--- src/rtl/bram_port_arbiter.sv ---
// Round-robin arbiter sharing one block-RAM port among NUM_REQ requesters; routes the 1-cycle read response back.
// Optional ARB_BURST_EN: a granted requester keeps priority for up to BURST_LEN consecutive transfers.
module bram_port_arbiter #(
  parameter int NUM_REQ    = 4,
  parameter int DATA_WIDTH = 16,
  parameter int ADDR_WIDTH = 10,
  parameter int BURST_LEN  = 4
) (
  input  logic                             clk,
  input  logic                             rst,
  input  logic [NUM_REQ-1:0]               req_valid,
  input  logic [NUM_REQ-1:0]               req_we,
  input  logic [NUM_REQ*ADDR_WIDTH-1:0]    req_addr,
  input  logic [NUM_REQ*DATA_WIDTH-1:0]    req_wdata,
  output logic [NUM_REQ-1:0]               req_ready,
  output logic [NUM_REQ-1:0]               rsp_valid,
  output logic [DATA_WIDTH-1:0]            rsp_data,
  output logic                             bram_we,
  output logic [ADDR_WIDTH-1:0]            bram_addr,
  output logic [DATA_WIDTH-1:0]            bram_din,
  input  logic [DATA_WIDTH-1:0]            bram_dout,
  output logic [$clog2(NUM_REQ)-1:0]       grant_idx,
  output logic                             busy
);

  localparam int IW = $clog2(NUM_REQ);

  if (NUM_REQ < 2 || NUM_REQ > 8 || BURST_LEN < 1) begin : g_param_check
    $error("bram_port_arbiter: NUM_REQ must be 2..8 and BURST_LEN >= 1");
  end

  logic [ADDR_WIDTH-1:0] addr_arr  [NUM_REQ];
  logic [DATA_WIDTH-1:0] wdata_arr [NUM_REQ];

  for (genvar g = 0; g < NUM_REQ; g++) begin : g_unpack
    assign addr_arr[g]  = req_addr[g*ADDR_WIDTH +: ADDR_WIDTH];
    assign wdata_arr[g] = req_wdata[g*DATA_WIDTH +: DATA_WIDTH];
  end

  function automatic logic [IW-1:0] wrap_inc(input logic [IW-1:0] i);
    if (int'(i) >= NUM_REQ - 1) return '0;
    return i + IW'(1);
  endfunction

  logic [IW-1:0]      rr_ptr;
  logic [IW-1:0]      rr_nxt;
  logic [IW-1:0]      win_idx;
  logic               win_found;
  logic               xfer;
  logic               rd_xfer;
  logic [NUM_REQ-1:0] grant;
  logic [NUM_REQ-1:0] rsp_vld_p1;

  // Stage p0: rotating priority search starting at rr_ptr
  always_comb begin
    int            c;
    logic [IW-1:0] ci;
    win_found = 1'b0;
    win_idx   = rr_ptr;
    c         = 0;
    ci        = '0;
    for (int k = 0; k < NUM_REQ; k++) begin
      c = int'(rr_ptr) + k;
      if (c >= NUM_REQ) c = c - NUM_REQ;
      ci = IW'(c);
      if (!win_found && req_valid[ci]) begin
        win_found = 1'b1;
        win_idx   = ci;
      end
    end
  end

  always_comb begin
    xfer    = win_found & ~rst;
    rd_xfer = xfer & ~req_we[win_idx];
    grant   = '0;
    if (xfer) grant[win_idx] = 1'b1;
  end

  always_comb begin
    bram_we   = 1'b0;
    bram_addr = '0;
    bram_din  = '0;
    if (xfer) begin
      bram_we   = req_we[win_idx];
      bram_addr = addr_arr[win_idx];
      bram_din  = wdata_arr[win_idx];
    end
  end

  assign req_ready = grant;

`ifdef ARB_BURST_EN
  localparam int CW = $clog2(BURST_LEN) + 1;

  logic [CW-1:0] burst_cnt;
  logic [CW-1:0] burst_cnt_nxt;
  logic [CW-1:0] cnt_base;

  // A grant that is not to the priority holder starts a fresh burst.
  always_comb begin
    rr_nxt        = rr_ptr;
    burst_cnt_nxt = burst_cnt;
    cnt_base      = '0;
    if (xfer) begin
      cnt_base = (win_idx == rr_ptr) ? burst_cnt : '0;
      if (int'(cnt_base) < BURST_LEN - 1) begin
        rr_nxt        = win_idx;
        burst_cnt_nxt = cnt_base + CW'(1);
      end else begin
        rr_nxt        = wrap_inc(win_idx);
        burst_cnt_nxt = '0;
      end
    end else if (burst_cnt != '0 && !req_valid[rr_ptr]) begin
      rr_nxt        = wrap_inc(rr_ptr);
      burst_cnt_nxt = '0;
    end
  end

  always_ff @(posedge clk) begin
    if (rst) burst_cnt <= '0;
    else     burst_cnt <= burst_cnt_nxt;
  end
`else
  always_comb rr_nxt = xfer ? wrap_inc(win_idx) : rr_ptr;
`endif

  // Stage p1: read response strobe, aligned with the RAM's registered dout
  always_ff @(posedge clk) begin
    if (rst) begin
      rr_ptr     <= '0;
      grant_idx  <= '0;
      rsp_vld_p1 <= '0;
    end else begin
      rr_ptr     <= rr_nxt;
      rsp_vld_p1 <= rd_xfer ? grant : '0;
      if (xfer) grant_idx <= win_idx;
    end
  end

  assign rsp_valid = rsp_vld_p1;
  assign rsp_data  = bram_dout;
  assign busy      = (|req_valid) | (|rsp_vld_p1);

endmodule

--- config.mk ---
export PLATFORM = sky130hd
export DESIGN_NAME = bram_port_arbiter
export DESIGN_NICKNAME = d
export VERILOG_FILES = /design/src/rtl/bram_port_arbiter.sv
export SDC_FILE = /design/constraint.sdc
export NUM_CORES = 1
export LEC_CHECK = 0
export ABC_AREA = 1
export CORE_ASPECT_RATIO = 0.8
export CORE_MARGIN = 1.5
export CORE_UTILIZATION = 25
export DETAILED_ROUTE_END_ITERATION = 6
export GPL_ROUTABILITY_DRIVEN = 0
export PLACE_DENSITY = 0.7
export SLEW_MARGIN = 20
export SYNTH_ARGS = -nofsm -noshare
export SYNTH_HDL_FRONTEND = slang
export SYNTH_SLANG_ARGS = --single-unit
export TNS_END_PERCENT = 30
--- constraint.sdc ---
create_clock -name clk -period 2.2 [get_ports clk]
set_input_delay 0.22 -clock clk [delete_from_list [all_inputs] [get_ports clk]]
set_output_delay 0.22 -clock clk [all_outputs]
set_load 0.1 [all_outputs]
## Word level (Yosys, flattened, before mapping)

Cells that the tools add are included.

| cells by class | value |
|---|---|
| $add $sub $neg | 8 |
| magnitude comparators | 12 |
| mux-type cells | 37 |
| bitwise logic cells | 7 |
| reductions and logical operators | 10 |

Operators with widths:

| cell | number |
|---|---|
| $mux W16 | 3 |
| $bmux W16 S2 | 1 |
| $mux W10 | 3 |
| $bmux W10 S2 | 1 |
| $mux W2 | 10 |
| $lt A2 B3 Y1 const B | 5 |
| $ge A3 B3 Y1 const B | 4 |
| $mux W1 | 12 |
| $bmux W1 S2 | 5 |
| $reduce_or A4 Y1 | 2 |
| $sub A2 B1 Y2 const B | 4 |
| $add A2 B2 Y3 const B | 2 |
| $logic_and A1 B1 Y1 | 4 |
| $mux W4 | 1 |
| $add A2 B1 Y3 const B | 1 |
| $ge A2 B3 Y1 const B | 1 |
| $logic_not A1 Y1 | 3 |
| $not A1 Y1 | 3 |
| $not A2 Y3 | 1 |
| $add A2 B1 Y2 const B | 1 |
| $and A1 B1 Y1 | 2 |
| $demux W1 S2 | 1 |
| $ge A2 B1 Y1 const B | 1 |
| $ge A2 B2 Y1 const B | 1 |
| other kinds (2) | 2 |

| word-level totals | value |
|---|---|
| register bits after elaboration | 8 |
| input port bits | 130 |
| output and inout bits | 54 |
| word-level logic and storage cells | 77 |

## Depth between registers and ports, before layout

Gate-level depths: netlist of run 1.

| depth | value |
|---|---|
| depth in word-level cells | 20 |
| gate-level depth with buffers | 17 |
| mapped depth without buffers | 15 |

## Worst setup path after synthesis of run 1

OpenSTA, ideal clock, no wires.

| path | value |
|---|---|
| path kind | flip-flop to output port |
| start | reg rr_ptr[1] |
| end | out bram_din[4] |
| data arrival time | 3.051 ns |
| required time | 1.980 ns |
| path slack | -1.071 ns |
| cell stages (with the launch flop) | 17 |
| buffers on the path | 3 |
| cells stage by stage | dfxtp_1 > buf_4 > inv_2 > nand2_1 > nand2_2 > nand2_1 > nand2_4 > nand3_1 > nand2_1 > nand2_4 > nand2_2 > buf_6 > buf_6 > nand2_1 > nand2_1 > nand2_1 > a21oi_1 |

| between the ends | value |
|---|---|
| word-level cells in the longest chain between the ends | 19 |
| elaborated cells between the ends (all ways) | 43 |
| those cells by class | add/sub: 7; order compare: 4; mux: 24; bitwise: 2; reduce/logical: 6 |

RTL lines:

| what | line | source |
|---|---|---|
| start, declared | 45 | `logic [IW-1:0] rr_ptr;` |
| start signal, assigned | 135 | `rr_ptr <= rr_nxt;` |
| branches (longest 18 deep; another with $add A2 B1 Y3) | n/a |  |
| $mux W16 * | 84 | `if (xfer) begin` |
| end, declared | 20 | `output logic [DATA_WIDTH-1:0] bram_din,` |

Mark *: on every way between the ends. The select of a mux whose other input is x is not followed.

## Final worst setup path of run 1

| path | value |
|---|---|
| start | reg rr_ptr[0] |
| end | out req_ready[3] |

| between the ends | value |
|---|---|
| word-level cells in the longest chain between the ends | 19 |
| elaborated cells between the ends (all ways) | 44 |
| those cells by class | add/sub: 7; order compare: 6; mux: 23; bitwise: 1; reduce/logical: 7 |

RTL lines:

| what | line | source |
|---|---|---|
| branches (longest 18 deep; another with $add A2 B1 Y3) | n/a |  |
| $mux W4 * | 77 | `if (xfer) grant[win_idx] = 1'b1;` |
| end, declared | 15 | `output logic [NUM_REQ-1:0] req_ready,` |

Marks and branches as above.

==> metrics, run 1 <==
Final period util=119%; number of synthesized register bits=8; worst min-delay path class=in2out; Req. time, crit path=1.98 ns; GR Util All Layers=21.0%; dpl hpwl=7020 um; ratio of cells with drive above 1 in the final layout=33.8%; Cell variety after synth=22; DIE WIDTH=103 um; drt first pass iters=4; area leader, netlist=nand2_1; unrepaired setup endpoints after global routing=yes; CTS tree=yes; Clock Skews=0.00239 ns; Worst Path Class, Setup=reg2out; most common library cell in the layout ignoring fill and taps=nand2_1; largest net degree at the start of global routing=31; Gate Count Post-Synth=403; Starting Density=between 20% and 30%; num rows=28; max_cap viols=0; total gr overflow=0; violations in the final reports=setup timing; status=finished, violations left; CP Launch Type=register; core area=7570 sq um; initial antenna violation count=0; commonest cells after routing, fill and taps aside=169 x nand2_1, 109 x clkdlybuf4s50_1, 62 x nand3_1; CP Max Fanout=7; worst relative slew slack=between 60% and 70%; WP data arrival=roughly 2.4 ns; critical path endpoint category=output port; CTS Buf Count=3; DIE AREA=roughly 8500 sq um; Seq/Total Area, Yosys=8.01%; setup violators final=35; Ys Warns=0; Slowest Stage Delay on Critical Path=0.37 ns; die height=83.0 um; vias in the first global route=slightly above 3,000; vias per cell=4.79; Post-CTS Hold Buffers=0; final hold vios=0; CP cell instances=buf_12 -> nand2_2 -> nand2_2 -> nand2_2 -> nand2_4 -> nor2_4 -> nand4_4 -> buf_6 -> nand3_4 -> nand2_8 -> buf_12 -> ha_4 -> nand2_4 -> clkinvlp_4 -> buf_12; Port-buffer cells=around 150; Final WS setup=-0.414 ns; Avg Cell Area, Syn=4.96 sq um; minimum clock period=approximately 2.6 ns; Slew Limit Fails=0; DR DRC count=0; clk_lat worst skew=0.23 ns; first-pass GRT wire length=14,600 um; setup total negative slack=-11.12 ns; syn nets=537; fmax=between 300 and 400 MHz; clk sinks=8; slowest cell on the critical path=dfxtp_4; Fillers=690; post-synthesis cell area=2000 sq um; Root Driver=clkbuf_8; post-layout util=64.2%; Nets=689; final WL=9740 um; I/O pin count=184; Yosys top cell area share=40.6%; worst slew pin tran=approximately 0.52 ns; Diodes inserted=0; Iter 0 DRT Violations=146; synth-to-layout area growth=143%; Clk pin slew, worst setup/hold paths=around 0.040 ns; deepest clock path buffer count=2; ANT nets after route=0; largest cells by area after synthesis=nand2_1 41%, nand3_1 17%, dfxtp_1 8.0%, buf_4 7.9%, a21oi_1 6.8%; routed len/inst=14.8 um; # H-tree levels=1; Vias=around 3,100
[critical path, delay by kind of cell (launching register included)]
kind | cells | cell delay, ns
buffers and inverters | 5 | 0.73
adders and majority gates | 1 | 0.16
DFF | 1 | 0.37
and+or+nand+nor | 9 | 0.90
[cells by family (layout without fill, tap and decap cells)]
kind of cell,Yosys count,after routing,synth area share [%]
flops,8,8,8.01
fa+ha+maj,4,4,2.50
buf+inv,59,209,18.1
compound gates,32,32,8.07
simple gates,300,300,63.3
[per-stage QoR]
step	cell area [sq um]	setup WS [ns]	cells	hold WS [ns]
6_report	4860	-0.414	658	0.440
5_1_grt	4860	-0.524	658	0.440
4_1_cts	4710	-0.348	655	0.441
3_5_place_dp	4420	-0.441	645	0.441
3_3_place_gp	4420	-0.399	645	0.441
2_1_floorplan	2440	-0.170	403	0.423
[path summary, 6_finish.rpt]
check	startpoint	end	slack, ns	cells past startpoint
setup reg to reg	rr_ptr[0]$_SDFFE_PP0P_	rsp_valid[2]$_SDFF_PP0_	-0.04	14
setup / recovery	rr_ptr[0]$_SDFFE_PP0P_	req_ready[3]	-0.41	15
hold reg to reg	grant_idx[0]$_SDFFE_PP0P_	grant_idx[0]$_SDFFE_PP0P_	0.50	2
hold / removal	bram_dout[4]	rsp_data[4]	0.44	0
[what timing repair did]
action / in CTS / in global routing
setup endpoints to repair: 35 / 35
setup buffers: 5 / 2
pin swaps: 15 / 24
gates cloned: 2 / 3
resized for setup: 46 / 30
[cell type report]
class,instances,area (sq um),share of cell area (%)
clock buffers,3,41.3,0.850
flip-flops and latches,8,168,3.45
well taps,105,131,2.71
inverters,15,81.3,1.67
repair buffers,191,2350,48.5
multi-input cells,336,2080,42.8
[per-layer routing]
layer | routed length, um | vias to the layer above | global-route usage, %
met3 | 878 | 24 | 3.45
met1 | 4050 | 1432 | 26.6
met2 | 4660 | 126 | 36.5
met4 | 148 | 0 | 5.28
met5 | 0 | - | 0
li1 | - | 1567 | -
[synth_stat cells]
master	instances
o22ai_1	1
nand3_2	1
nor2_1	5
buf_2	14
nand4_1	1
buf_6	6
o21ai_1	2
inv_1	11
nor4_1	2
o21ai_0	2
clkbuf_1	3
dfxtp_1	8
inv_2	4
buf_4	21
nor2_4	1
nand3_1	67
a21oi_1	27
nand2_1	216
nand2_2	4
nand2_4	2
nand4_2	1
ha_1	4
[state kept, by name, indices dropped and copies added, names as in the netlist]
name / flops
rr_ptr: 2
grant_idx: 2
rsp_valid: 4
Power of run 1 is not shown: default switching activity piles up to over one toggle a cycle in this logic, so the estimate is an artifact.
==> run 2, diff against run 1 <==
--- a/config.mk
+++ b/config.mk
@@ -10,8 +10,8 @@
 export CORE_MARGIN = 1.5
 export CORE_UTILIZATION = 25
 export DETAILED_ROUTE_END_ITERATION = 6
+export DONT_BUFFER_PORTS = 1
 export GPL_ROUTABILITY_DRIVEN = 0
-export PLACE_DENSITY = 0.7
 export SLEW_MARGIN = 20
 export SYNTH_ARGS = -nofsm -noshare
 export SYNTH_HDL_FRONTEND = slang
==> run 2 against run 1 <==
  * The flow still finishes with violations (setup timing)
  * Die area stayed put
  * Hold slack got worse by 0.22 ns
  * Setup slack worse by 0.0039 ns
  * Clock skew down 0.0015 ns
  * Via count decreased by 8.6%
  * Utilization is 13 points lower
  * Maximum frequency shrank 0.15%
  * Wire length shrank 3.9%
  * Sequential share of layout area up 0.91 points
  * Global-route usage decreased by 2.9 points
  * Register-to-register slack got worse by 0.04 ns
  * Non-clock buffer count fell by 101
  * Critical path type unchanged
  * Highest routed layer unchanged
==> metrics, run 2 (synthesis results as in run 1) <==
dpl hpwl=~6300 um; first-pass GRT wire length=12,500 um; setup violators final=35; max_cap viols=0; Diodes inserted=0; total gr overflow=0; synth-to-layout area growth=92.4%; ANT nets after route=0; ratio of cells with drive above 1 in the final layout=43.0%; worst min-delay path class=in2reg; clk sinks=8; Final period util=119%; Starting Density=26.4%; R2R Setup Slk=-0.08 ns; DIE WIDTH=~100 um; violations in the final reports=setup timing; unrepaired setup endpoints after global routing=yes; # H-tree levels=1; Nets=589; max reg flops=4; Hold Path Sink=grant_idx[0]$_SDFFE_PP0P_; DR DRC count=0; Post-CTS Hold Buffers=0; drt first pass iters=6; deepest clock path buffer count=2; CP Max Fanout=9; die height=between 80 and 90 um; Worst Path Class, Setup=reg2out; routed len/inst=16.8 um; core area=7570 sq um; CTS tree=yes; placed instance area=3310 sq um; I/O pin count=184; largest net degree at the start of global routing=44; fmax=382 MHz; final WL=9350 um; Vias=approximately 2,900; Slew Limit Fails=0; worst slew pin tran=0.915 ns; WP data arrival=2.40 ns; CP Launch Type=register; Root Driver=clkbuf_8; initial antenna violation count=0; Final WS setup=-0.418 ns; status=finished, violations left; Clock Skews=0.000877 ns; Clk pin slew, worst setup/hold paths=0.04 ns; hold path start=rst; Port-buffer cells=0; clk_lat worst skew=between 0.2 and 0.25 ns; GR Util All Layers=a little under a fifth; most common library cell in the layout ignoring fill and taps=nand2_1; Worst Hold Depth=3; setup total negative slack=-12.02 ns; final hold vios=0; RR Startpoint=rr_ptr[0]$_SDFFE_PP0P_; critical path endpoint category=output port; vias in the first global route=2,595; R2R cell count=16; post-layout util=50.8%; num rows=28; commonest cells after routing, fill and taps aside=175 x nand2_1, 60 x nand3_1, 40 x buf_12; CTS Buf Count=3; Fillers=just over 700; R2R Path End=rsp_valid[3]$_SDFF_PP0_; Req. time, crit path=1.98 ns; DIE AREA=8550 sq um; post-route cell area=approximately 3800 sq um; vias per cell=~5.2; minimum clock period=2.62 ns; Iter 0 DRT Violations=214; worst relative slew slack=38.8%
[run 2: per-layer routing]
| layer | routed length (um) | global-route usage [%] | vias up |
|---|---|---|---|
| met2 | 4660 | 33.0 | 147 |
| met4 | 113 | 2.46 | 0 |
| met5 | 0 | 0 | - |
| met1 | 3800 | 22.5 | 1345 |
| li1 | - | - | 1371 |
| met3 | 778 | 3.11 | 16 |
[run 2: worst max-delay path: stages, from the launching register on]
cell and delay (ns):
dfxtp_4 0.37, buf_8 0.15, nand2_4 0.06, nand2_2 0.07
nand2_2 0.08, nand2_4 0.08, nor2_4 0.19, nand4_4 0.21
nand2_8 0.18, buf_6 0.17, nand2_1 0.06, nand2_1 0.06
nand2_1 0.09, a21oi_4 0.19, buf_12 0.19
[run 2: worst max path at each step]
stage	startpoint	end	cells after the start
global route	rr_ptr[0]$_SDFFE_PP0P_	bram_din[10]	15
detailed placement	rr_ptr[0]$_SDFFE_PP0P_	req_ready[1]	14
floorplan	rr_ptr[0]$_SDFFE_PP0P_	req_ready[0]	15
finish	rr_ptr[0]$_SDFFE_PP0P_	bram_addr[8]	14
global placement	rr_ptr[0]$_SDFFE_PP0P_	req_ready[3]	16
CTS	rr_ptr[0]$_SDFFE_PP0P_	bram_din[4]	15
[run 2: stage by stage]
stage	instances	worst slack, ns	hold slack [ns]
floorplan	403	-0.170	0.423
finish	558	-0.418	0.219
global route	558	-0.545	0.248
detailed placement	541	-0.173	0.441
CTS	549	-0.330	0.214
global placement	541	-0.0890	0.441
[run 2: layout make-up]
class                           count  area [sq um]  share of cell area, %
Clock buffer                        3          41.3                   1.07
Timing Repair inverter              1          3.75                 0.0976
Multi-Input combinational cell    336          2090                   54.4
Sequential cell                     8           168                   4.36
Timing Repair Buffer               90          1330                   34.4
Inverter                           15          86.3                   2.24
Tap cell                          105           131                   3.41
[run 2: what timing repair did]
action                                  CTS  global route
gates resized for setup                  45            28
pin swaps                                18            12
buffers inserted                          4             2
cloned                                    2             7
endpoints found under the setup margin   35            36
Power of run 2 is left out for the same reason.
==> run 3, diff against run 2 <==
--- a/config.mk
+++ b/config.mk
@@ -12,6 +12,7 @@
 export DETAILED_ROUTE_END_ITERATION = 6
 export DONT_BUFFER_PORTS = 1
 export GPL_ROUTABILITY_DRIVEN = 0
+export GPL_TIMING_DRIVEN = 0
 export SLEW_MARGIN = 20
 export SYNTH_ARGS = -nofsm -noshare
 export SYNTH_HDL_FRONTEND = slang
==> run 3 against run 2 <==
  * The run still ends with setup timing left
  * Largest cell class unchanged
  * Critical path type unchanged
  * Hold slack worse by 0.0096 ns
  * Register-to-register slack better by 0.05 ns
  * Global-route usage down 0.10 points
  * Cell count down 4.7%
  * Sequential share of layout area up 0.63 points
  * Critical path depth up 1
  * Cell area down 14%
  * Wire length down 6.8%
  * Via count down 4.6%
==> metrics, run 3 (synthesis results as in run 1) <==
status=finished, violations left; violations in the final reports=setup timing; final WL=8720 um; clk_lat worst skew=0.23 ns; synth-to-layout area growth=65.5%; Cells after DPL=508; unrepaired setup endpoints after global routing=yes; RR Startpoint=rr_ptr[0]$_SDFFE_PP0P_; Slowest Stage Delay on Critical Path=about 0.58 ns; dpl hpwl=6460 um; placed instance area=2570 sq um; Final WS setup=-0.603 ns; worst min-delay path class=in2reg; max reg flops=4; WP data arrival=about 2.6 ns; CP Max Fanout=10; max_cap viols=0; Vias=2,747; fmax=roughly 360 MHz; initial antenna violation count=0; Clock Skews=0.00191 ns; CTS tree=yes; post-layout util=between 40% and 50%; Starting Density=a little over a quarter; DR DRC count=0; CTS Buf Count=3; DIE AREA=~8500 sq um; setup total negative slack=-17.67 ns; worst relative slew slack=32.4%; Final period util=127%; DIE WIDTH=103 um; crit path from=rr_ptr[0]$_SDFFE_PP0P_; critical path endpoint category=output port; Slew Limit Fails=0; GR Util All Layers=between 10% and 20%; Port-buffer cells=0; die height=83.0 um; most common library cell in the layout ignoring fill and taps=nand2_1; delay-heaviest family, CP=simple AND/OR/NAND/NOR gates; Req. time, crit path=1.98 ns; Layout Cells excl Fill=532; final hold vios=0; Nets=563; drt first pass iters=4; vias per cell=5.16; R2R Path End=rsp_valid[0]$_SDFF_PP0_; Worst Path Class, Setup=reg2out; Post-CTS Hold Buffers=0; minimum clock period=roughly 2.8 ns; Clk pin slew, worst setup/hold paths=0.04 ns; ANT nets after route=0; largest net degree at the start of global routing=12; routed len/inst=between 15 and 20 um; most used cell, CP=nand2_4; core area=about 7600 sq um; slowest cell on the critical path=a21oi_4; Fillers=796; deepest clock path buffer count=2; CP Depth=15; first-pass GRT wire length=12,200 um; CP cell instances=inv_4 -> buf_6 -> nand2_4 -> nand2_4 -> nand2_4 -> nand2_4 -> nor2_4 -> nand3_4 -> nand2_8 -> buf_8 -> buf_8 -> nand3_1 -> nand2_1 -> nand2_2 -> a21oi_4; CP Launch Type=register; vias in the first global route=around 2,500; R2R cell count=17; Root Driver=clkbuf_8; worst slew pin tran=1.01 ns; R2R Setup Slk=-0.03 ns; total gr overflow=0; I/O pin count=roughly 180; commonest cells after routing, fill and taps aside=147 x nand2_1, 60 x nand2_2, 48 x nand3_1; post-route cell area=3310 sq um; clk sinks=8; ratio of cells with drive above 1 in the final layout=48.2%; Diodes inserted=0; WP buf/inv=4; Iter 0 DRT Violations=between 100 and 150; # H-tree levels=1; setup violators final=36; CP Capture Point=bram_addr[6]; num rows=28
-- run 3: cell count changes in the layout (fill, tap and decap cells not counted), sizes merged --
cell / change
buf: -29
inv: -1
clkbuf: +4
-- run 3: cell type report --
cell class | count | area (sq um) | share of cell area [%]
buffer | 44 | 432 | 13.0
clock buffer | 3 | 41.3 | 1.25
inverter | 15 | 83.8 | 2.53
multi-input combinational | 336 | 2200 | 66.6
sequential | 8 | 165 | 4.99
tap | 105 | 131 | 3.97
timing repair buffer | 21 | 251 | 7.60
-- run 3: worst min path at each step --
stage / from / end / slack (ns) / cells after the start
after floorplan: rst / grant_idx[0]$_SDFFE_PP0P_ / 0.42 / 3
after global placement: rst / grant_idx[0]$_SDFFE_PP0P_ / 0.44 / 3
after detailed placement: rst / grant_idx[0]$_SDFFE_PP0P_ / 0.45 / 3
after CTS: rst / grant_idx[0]$_SDFFE_PP0P_ / 0.21 / 3
after global routing: rst / grant_idx[0]$_SDFFE_PP0P_ / 0.25 / 3
final: rst / grant_idx[0]$_SDFFE_PP0P_ / 0.21 / 3
-- run 3: per-layer routing --
layer / vias up / wire, um / global-route usage, %
met5: - / 0 / 0
met4: 0 / 119 / 3.56
met3: 10 / 691 / 3.54
met2: 149 / 4240 / 31.6
met1: 1266 / 3670 / 22.7
li1: 1322 / - / -
-- run 3: worst min-delay path, stage by stage --
cell,delay [ns]
inv_1,0.04
nand3_1,0.08
o21ai_1,0.06
-- run 3: timing repair --
action,CTS,global route
pin swaps,30,48
endpoints found under the setup margin,37,37
gates resized for setup,62,78
gates cloned,4,2
buffers inserted,14,1
-- run 3: per-stage QoR --
stage                     hold slack [ns]  setup slack [ns]
final                               0.210            -0.603
after CTS                           0.211            -0.578
after detailed placement            0.452            -0.562
after global placement              0.440            -0.488
after floorplan                     0.423            -0.170
after global routing                0.249            -0.721
Power of run 3 is left out for the same reason.
